## config.mk

```make
export PLATFORM = sky130hd
export DESIGN_NAME = req_fifo_arbiter_flat
export DESIGN_NICKNAME = d
export VERILOG_FILES = /design/src/rtl/req_fifo_arbiter_if.sv /design/src/rtl/req_fifo_arbiter.sv /design/src/flat_wrapper.sv
export SDC_FILE = /design/constraint.sdc
export NUM_CORES = 1
export LEC_CHECK = 0
export ABC_AREA = 1
export CORE_MARGIN = 5
export CORE_UTILIZATION = 37
export CTS_CLUSTER_DIAMETER = 120
export DETAILED_ROUTE_END_ITERATION = 6
export PLACE_DENSITY = 0.88
export SKIP_LAST_GASP = 1
export SYNTH_ARGS = -nofsm -noshare
export SYNTH_HDL_FRONTEND = slang
export SYNTH_SLANG_ARGS = --single-unit
```

## constraint.sdc

```tcl
create_clock -name clk_i -period 5.6 [get_ports clk_i]
set_clock_uncertainty 0.1 [all_clocks]
set_input_delay 0.56 -clock clk_i [delete_from_list [all_inputs] [get_ports clk_i]]
set_output_delay 0.56 -clock clk_i [all_outputs]
set_load 0.005 [all_outputs]
```

## src/rtl/req_fifo_arbiter_if.sv

```systemverilog
// Requester / request-FIFO write-side bundle for the request FIFO arbiter.
// master: the requesters plus the FIFO full flag; slave: the arbiter.
interface req_fifo_arbiter_if #(
    parameter int NUM_REQ = 4,
    parameter int DATA_W  = 32
);
    localparam int PTR_W = $clog2(NUM_REQ);

    logic [NUM_REQ-1:0]        req_valid;
    logic [NUM_REQ-1:0]        req_lock;
    logic [NUM_REQ*DATA_W-1:0] req_data;
    logic [NUM_REQ-1:0]        req_ready;
    logic                      fifo_wrreq;
    logic [DATA_W-1:0]         fifo_data;
    logic                      fifo_wrfull;
    logic                      arb_locked;
    logic [PTR_W-1:0]          arb_owner;

    modport master (
        output req_valid, req_lock, req_data, fifo_wrfull,
        input  req_ready, fifo_wrreq, fifo_data, arb_locked, arb_owner
    );

    modport slave (
        input  req_valid, req_lock, req_data, fifo_wrfull,
        output req_ready, fifo_wrreq, fifo_data, arb_locked, arb_owner
    );
endinterface

```

## src/rtl/req_fifo_arbiter.sv

```systemverilog
// Round-robin arbiter sharing the CPU request FIFO write port between
// NUM_REQ requesters, with locked bursts so a multi-word message lands
// in the FIFO contiguously. The grant is combinational from registered
// state, so a word moves in the same cycle it is offered.
//
// state | meaning
// ARB   | round-robin scan from rr_ptr, any valid requester may win
// LOCK  | only owner may write; ends on lock drop, burst cap or idle timeout
module req_fifo_arbiter #(
    parameter int NUM_REQ      = 4,
    parameter int DATA_W       = 32,
    parameter int MAX_BURST    = 8,
    parameter int LOCK_TIMEOUT = 16
) (
    input  logic                clk_i,
    input  logic                rst_i,
    req_fifo_arbiter_if.slave   bus
);
    localparam int PTR_W  = $clog2(NUM_REQ);
    localparam int BEAT_W = $clog2(MAX_BURST + 1);
    localparam int IDLE_W = $clog2(LOCK_TIMEOUT + 1);

    typedef enum logic {ST_ARB, ST_LOCK} state_t;

    state_t              state_q, state_d;
    logic [PTR_W-1:0]    rr_ptr_q, rr_ptr_d;
    logic [PTR_W-1:0]    owner_q, owner_d;
    logic [BEAT_W-1:0]   beat_cnt_q, beat_cnt_d;
    logic [IDLE_W-1:0]   idle_cnt_q, idle_cnt_d;

    logic                grant_vld;
    logic [PTR_W-1:0]    grant_idx;
    logic                xfer;
    logic [PTR_W-1:0]    owner_nxt;
    logic [BEAT_W-1:0]   beat_inc;
    logic [IDLE_W-1:0]   idle_inc;
    int                  idx;

    assign owner_nxt = (owner_q == PTR_W'(NUM_REQ - 1)) ? '0 : owner_q + PTR_W'(1);
    assign beat_inc  = beat_cnt_q + BEAT_W'(1);
    assign idle_inc  = idle_cnt_q + IDLE_W'(1);

    // Grant selection, transfer qualification and next-state logic.
    always_comb begin
        state_d    = state_q;
        rr_ptr_d   = rr_ptr_q;
        owner_d    = owner_q;
        beat_cnt_d = beat_cnt_q;
        idle_cnt_d = idle_cnt_q;
        grant_vld  = 1'b0;
        grant_idx  = '0;
        idx        = 0;

        if (state_q == ST_ARB) begin
            // Scan downward so the lowest offset from rr_ptr wins last.
            for (int k = NUM_REQ - 1; k >= 0; k--) begin
                idx = (int'(rr_ptr_q) + k) % NUM_REQ;
                if (bus.req_valid[idx]) begin
                    grant_vld = 1'b1;
                    grant_idx = PTR_W'(idx);
                end
            end
        end else begin
            grant_vld = bus.req_valid[owner_q];
            grant_idx = owner_q;
        end

        // A reset cycle never writes, so a burst cut by reset loses that beat.
        xfer = grant_vld && !bus.fifo_wrfull && !rst_i;

        if (state_q == ST_ARB) begin
            if (xfer) begin
                owner_d = grant_idx;
                if (bus.req_lock[grant_idx] && (MAX_BURST > 1)) begin
                    state_d    = ST_LOCK;
                    beat_cnt_d = BEAT_W'(1);
                    idle_cnt_d = '0;
                end else begin
                    rr_ptr_d = (grant_idx == PTR_W'(NUM_REQ - 1)) ? '0 : grant_idx + PTR_W'(1);
                end
            end
        end else begin
            if (xfer) begin
                beat_cnt_d = beat_inc;
                idle_cnt_d = '0;
                if (!bus.req_lock[owner_q] || (beat_inc == BEAT_W'(MAX_BURST))) begin
                    state_d    = ST_ARB;
                    rr_ptr_d   = owner_nxt;
                    beat_cnt_d = '0;
                end
            end else if (!bus.fifo_wrfull && !bus.req_valid[owner_q]) begin
                // Only a silent owner ages the lock; a full FIFO never does.
                idle_cnt_d = idle_inc;
                if (idle_inc == IDLE_W'(LOCK_TIMEOUT)) begin
                    state_d    = ST_ARB;
                    rr_ptr_d   = owner_nxt;
                    beat_cnt_d = '0;
                    idle_cnt_d = '0;
                end
            end
        end
    end

    // Handshake and status outputs, forced idle while reset is asserted.
    always_comb begin
        bus.req_ready  = xfer ? (NUM_REQ'(1) << grant_idx) : '0;
        bus.fifo_wrreq = xfer;
        bus.fifo_data  = xfer ? bus.req_data[grant_idx*DATA_W +: DATA_W] : '0;
        bus.arb_locked = (state_q == ST_LOCK) && !rst_i;
        bus.arb_owner  = rst_i ? '0 : owner_q;
    end

    // Arbitration state registers with synchronous reset.
    always_ff @(posedge clk_i) begin
        if (rst_i) begin
            state_q    <= ST_ARB;
            rr_ptr_q   <= '0;
            owner_q    <= '0;
            beat_cnt_q <= '0;
            idle_cnt_q <= '0;
        end else begin
            state_q    <= state_d;
            rr_ptr_q   <= rr_ptr_d;
            owner_q    <= owner_d;
            beat_cnt_q <= beat_cnt_d;
            idle_cnt_q <= idle_cnt_d;
        end
    end
endmodule

```

## src/flat_wrapper.sv

```systemverilog
// flat-port wrapper written by rule: the top's interface ports become plain ports
module req_fifo_arbiter_flat 
#(
    parameter int NUM_REQ      = 4,
    parameter int DATA_W       = 32,
    parameter int MAX_BURST    = 8,
    parameter int LOCK_TIMEOUT = 16
)
  (clk_i, rst_i, bus_req_valid, bus_req_lock, bus_req_data, bus_fifo_wrfull, bus_req_ready, bus_fifo_wrreq, bus_fifo_data, bus_arb_locked, bus_arb_owner);
  req_fifo_arbiter_if #(.NUM_REQ(NUM_REQ), .DATA_W(DATA_W)) bus_i ();
  input  logic clk_i;
  input  logic rst_i;
  input wire logic [$bits(bus_i.req_valid)-1:0] bus_req_valid;
  input wire logic [$bits(bus_i.req_lock)-1:0] bus_req_lock;
  input wire logic [$bits(bus_i.req_data)-1:0] bus_req_data;
  input wire logic [$bits(bus_i.fifo_wrfull)-1:0] bus_fifo_wrfull;
  output wire logic [$bits(bus_i.req_ready)-1:0] bus_req_ready;
  output wire logic [$bits(bus_i.fifo_wrreq)-1:0] bus_fifo_wrreq;
  output wire logic [$bits(bus_i.fifo_data)-1:0] bus_fifo_data;
  output wire logic [$bits(bus_i.arb_locked)-1:0] bus_arb_locked;
  output wire logic [$bits(bus_i.arb_owner)-1:0] bus_arb_owner;
  assign bus_i.req_valid = bus_req_valid;
  assign bus_i.req_lock = bus_req_lock;
  assign bus_i.req_data = bus_req_data;
  assign bus_i.fifo_wrfull = bus_fifo_wrfull;
  assign bus_req_ready = bus_i.req_ready;
  assign bus_fifo_wrreq = bus_i.fifo_wrreq;
  assign bus_fifo_data = bus_i.fifo_data;
  assign bus_arb_locked = bus_i.arb_locked;
  assign bus_arb_owner = bus_i.arb_owner;
  req_fifo_arbiter #(.NUM_REQ(NUM_REQ), .DATA_W(DATA_W), .MAX_BURST(MAX_BURST), .LOCK_TIMEOUT(LOCK_TIMEOUT)) u_core (.clk_i(clk_i), .rst_i(rst_i), .bus(bus_i));
endmodule
```

==> results summary <==
The clock slew at the register clock pins of the worst setup and hold paths is 70 ps. The overall die area came out at 7965 um^2. The share of async-settable or async-resettable flops after synthesis came out at 0. Summed over all layers, the global routing overflow is 0. Setup repair after global routing left no endpoint under its margin.

The maximum number of pins on one net before global-route repair is 70. The initial antenna violation count came out at 0. The fraction of layout instances using a drive strength above 1 is 0.02614. The average detailed-routed wire length per instance came out at 14.85 um. The instance count after placement with tap cells included is 683. VDD sags by at most 230.4 uV. For this run, the slowest stage of the critical path takes 550 ps. The mean instance size in the synthesized netlist came out at 5.118 um^2. The count of fill cells added during filler insertion is 552. The worst endpoint data arrival time is 3600 ps. The final cell count without fillers came out at 687. The number of distinct library cells after synthesis came out at 26. The final antenna diode count is 0.

The post-synthesis sequential area ratio came out at 0.1206. The largest driver fanout on the critical path came out at 38. The number of remaining DRC errors is 0.

The number of cells produced by synthesis is 454. The buffering stage count on the worst path with inverters included came out at 5. The number of rows in the core area is 28. In the synthesized netlist the dominant register cell turns out to be dfxtp_1. The cell area after technology mapping is 2323 um^2. The worst setup path is launched from an input port. By startpoint and endpoint, the worst setup path is classified as in2out. During synthesis, Yosys emitted a total of 0 warnings. The number of hold buffers added after cts came out at 0. The effective utilization at floorplan came out at 0.3856.

The required time at the worst-slack endpoint came out at 4940 ps. The CTS sink count is 14. The worst setup path is captured at an output pin. Traced cell by cell, the critical path runs through clkdlybuf4s50_1 -> inv_1 -> o21ai_1 -> nand2_1 -> nand3_1 -> nand3_1 -> nand3_2 -> nand2_2 -> inv_2 -> buf_4 -> nor2_1 -> nor2_1 -> o21ai_0 -> a21oi_1 -> clkdlybuf4s50_1. The total track usage is 0.2339.

The flow ran to the end, and the final reports show no timing, DRC or antenna violations. The number of buffers inserted by port buffering came out at 178. In the global route stage, met3 resource usage came out at 0.03871. The count of nets left with antenna violations once routing finished came out at 0.

The floorplan die height is 89.25 um. For this run, global-route usage on met2 was measured as 0.4159. The number of DRC markers after the initial detailed-route iteration is 187. The maximum count of clock buffers along a single path came out at 2. The final-layout setup total negative slack came out at 0 ps. Counting the buffers created by CTS gives 3.

With fillers left out, the area of the finished cells amounts to 4120 um^2. The clock latency of the later-clocked register in the worst-skew pair came out at 260 ps. The max-capacitance violation count came out at 0. The critical-path cell with the highest stage delay is clkdlybuf4s50_1. Derived from the worst setup path, the maximum achievable clock frequency is 0.2347 GHz. The placement-stage worst setup slack is 1344 ps. The total cell area at the placement stage is 4065 um^2. The most utilized layer in the global route result is met2. The first global-routing pass estimated 15.21 mm of wire. In this run the static leakage power is 1.680 nW. The total power divided by cell area is 241.1 nW/um^2.

The post-route clock period utilization came out at 0.7609. The vias per cell is 5.154. The number of enable flip-flop cells after synthesis is 0. The area overhead of the layout relative to synthesis is 77.33%.

The number of nets produced by synthesis is 600. The top-level port count came out at 179. The design draws 0.0009935 W. The half-perimeter wire length after placement came out at 7.957 mm.

Gates resized during post-CTS repair numbered 0. The via count of the first global-routing pass came out at 3228. The H-tree level count came out at 1. The final weighted congestion of routability-driven global placement is 0.9530. The cell family contributing the most delay on the critical path is buffers and inverters. The max-slew violation total from the final report came out at 0. The final setup violation count is 0. The global routing usage on met1 is 0.2946.

TritonCTS built the clock tree. The routed layout has 3541 vias. The length of the first detailed-routing pass in iterations came out at 5. The core region is 6026 um^2. The number of flip-flops and latches in the synthesized netlist is 14.

The worst slew slack as a fraction of its limit is 0.3821. The setup slack of the critical path after layout came out at 1339 ps. The number of endpoints with negative hold slack in the final report is 0. The post-layout minimum cycle time is 4261 ps. In this run the clock root is driven by a clkbuf_8. The width of the die is 89.25 um. The final wirelength is 10.20 mm.

The number of post-CTS setup repair buffers is 0. The worst hold path class is reg2reg. The slew of the pin with the lowest slew margin came out at 925.8 ps.

The post-layout net count came out at 759.
==> registers in the layout, indices dropped and copies added, names as in the netlist <==
register           flops
u_core.beat_cnt_q      4
u_core.state_q         1
u_core.rr_ptr_q        2
u_core.owner_q         2
u_core.idle_cnt_q      5
==> cells in the mapped netlist, types with 2 or more instances <==
library cell	number	area share
nand3_2	4	0.017
nand3_1	27	0.058
buf_4	2	0.0065
nor3_1	2	0.0043
nand2_2	2	0.0054
dfxtp_1	14	0.12
ha_1	7	0.038
buf_2	11	0.024
nor2_1	150	0.24
o21ai_1	18	0.039
clkbuf_1	9	0.015
a21oi_1	43	0.093
o21ai_0	60	0.13
inv_1	29	0.047
nand2_1	59	0.095
xnor2_1	3	0.011
buf_6	5	0.024
==> layer usage <==
layer	part of all wire	wire, um
met1	0.38	3863
met2	0.49	5030
met3	0.11	1098
met4	0.020	208
met5	0	0
==> final timing paths <==
kind                                                         from                                end  slack (ps)  cells past startpoint
worst max-delay path                             bus_req_valid[3]                   bus_fifo_data[6]        1340                     15
worst min-delay path            u_core.idle_cnt_q[4]$_SDFFE_PP0P_  u_core.idle_cnt_q[4]$_SDFFE_PP0P_         390                      2
worst min register to register  u_core.idle_cnt_q[4]$_SDFFE_PP0P_  u_core.idle_cnt_q[4]$_SDFFE_PP0P_         390                      2
worst max register to register    u_core.rr_ptr_q[0]$_SDFFE_PP0P_    u_core.rr_ptr_q[0]$_SDFFE_PP0P_        2280                     14
==> worst min-delay path, cell delays in order, from the launching register on <==
cell and delay (ps):
dfxtp_1 330, nand3_1 80, nand2_1 50
==> cell usage in the layout, fill, tap and decap left out <==
| cell | Yosys | layout |
|---|---|---|
| nand2_2 | 2 | 2 |
| buf_4 | 2 | 4 |
| nor3_1 | 2 | 2 |
| o21bai_1 | 1 | 1 |
| nand3_1 | 27 | 27 |
| o21ai_0 | 60 | 60 |
| ha_1 | 7 | 7 |
| a32oi_1 | 1 | 1 |
| nand2_1 | 59 | 59 |
| xnor2_1 | 3 | 3 |
| o2111ai_1 | 1 | 1 |
| inv_1 | 29 | 29 |
| nor2_1 | 150 | 150 |
| inv_2 | 1 | 1 |
| clkdlybuf4s50_1 | 0 | 178 |
| xor2_1 | 1 | 1 |
| dfxtp_1 | 14 | 14 |
| a21oi_1 | 43 | 43 |
| nand4_1 | 1 | 1 |
| a21boi_4 | 1 | 1 |
| clkbuf_8 | 0 | 4 |
| nand3_2 | 4 | 4 |
| nor4_1 | 1 | 1 |
| o21ai_1 | 18 | 18 |
==> metrics by stage <==
step	hold slack [ps]	util
after floorplan	353.0	-
final	392.9	0.6838
after global routing	427.7	0.6838
after global placement	366.9	0.6746
after detailed placement	390.6	0.6746
after CTS	400.1	0.6838
==> where the power goes <==
| part | total [W] | switching, W | internal (W) |
|---|---|---|---|
| combinational | 0.000764 | 0.000437 | 0.000327 |
| clock | 0.000103 | 0.0000408 | 0.0000625 |
| sequential | 0.000126 | 0.0000165 | 0.000110 |
| total | 0.000993 | 0.000494 | 0.000500 |
==> cell families (layout without fill, tap and decap cells) <==
logic type	after synthesis	after routing	synth area share
buffers and inverters	58	216	0.1190
adder cells (fa/ha/maj)	7	7	0.03769
XOR/XNOR	4	4	0.01508
AND/OR/NAND/NOR	246	246	0.4281
AO/OA/AOI/OAI	125	125	0.2795
flip-flops	14	14	0.1206
==> final cells by class <==
| class | instances | area, um^2 | share of cell area |
|---|---|---|---|
| Clock buffer | 4 | 55.05 | 0.01336 |
| Inverter | 30 | 112.6 | 0.02733 |
| Multi-Input combinational cell | 382 | 1767 | 0.4288 |
| Sequential cell | 14 | 280.3 | 0.06802 |
| Tap cell | 75 | 93.84 | 0.02278 |
| Timing Repair Buffer | 182 | 1812 | 0.4397 |
No activity file was read; power rests on OpenSTA's default activity.
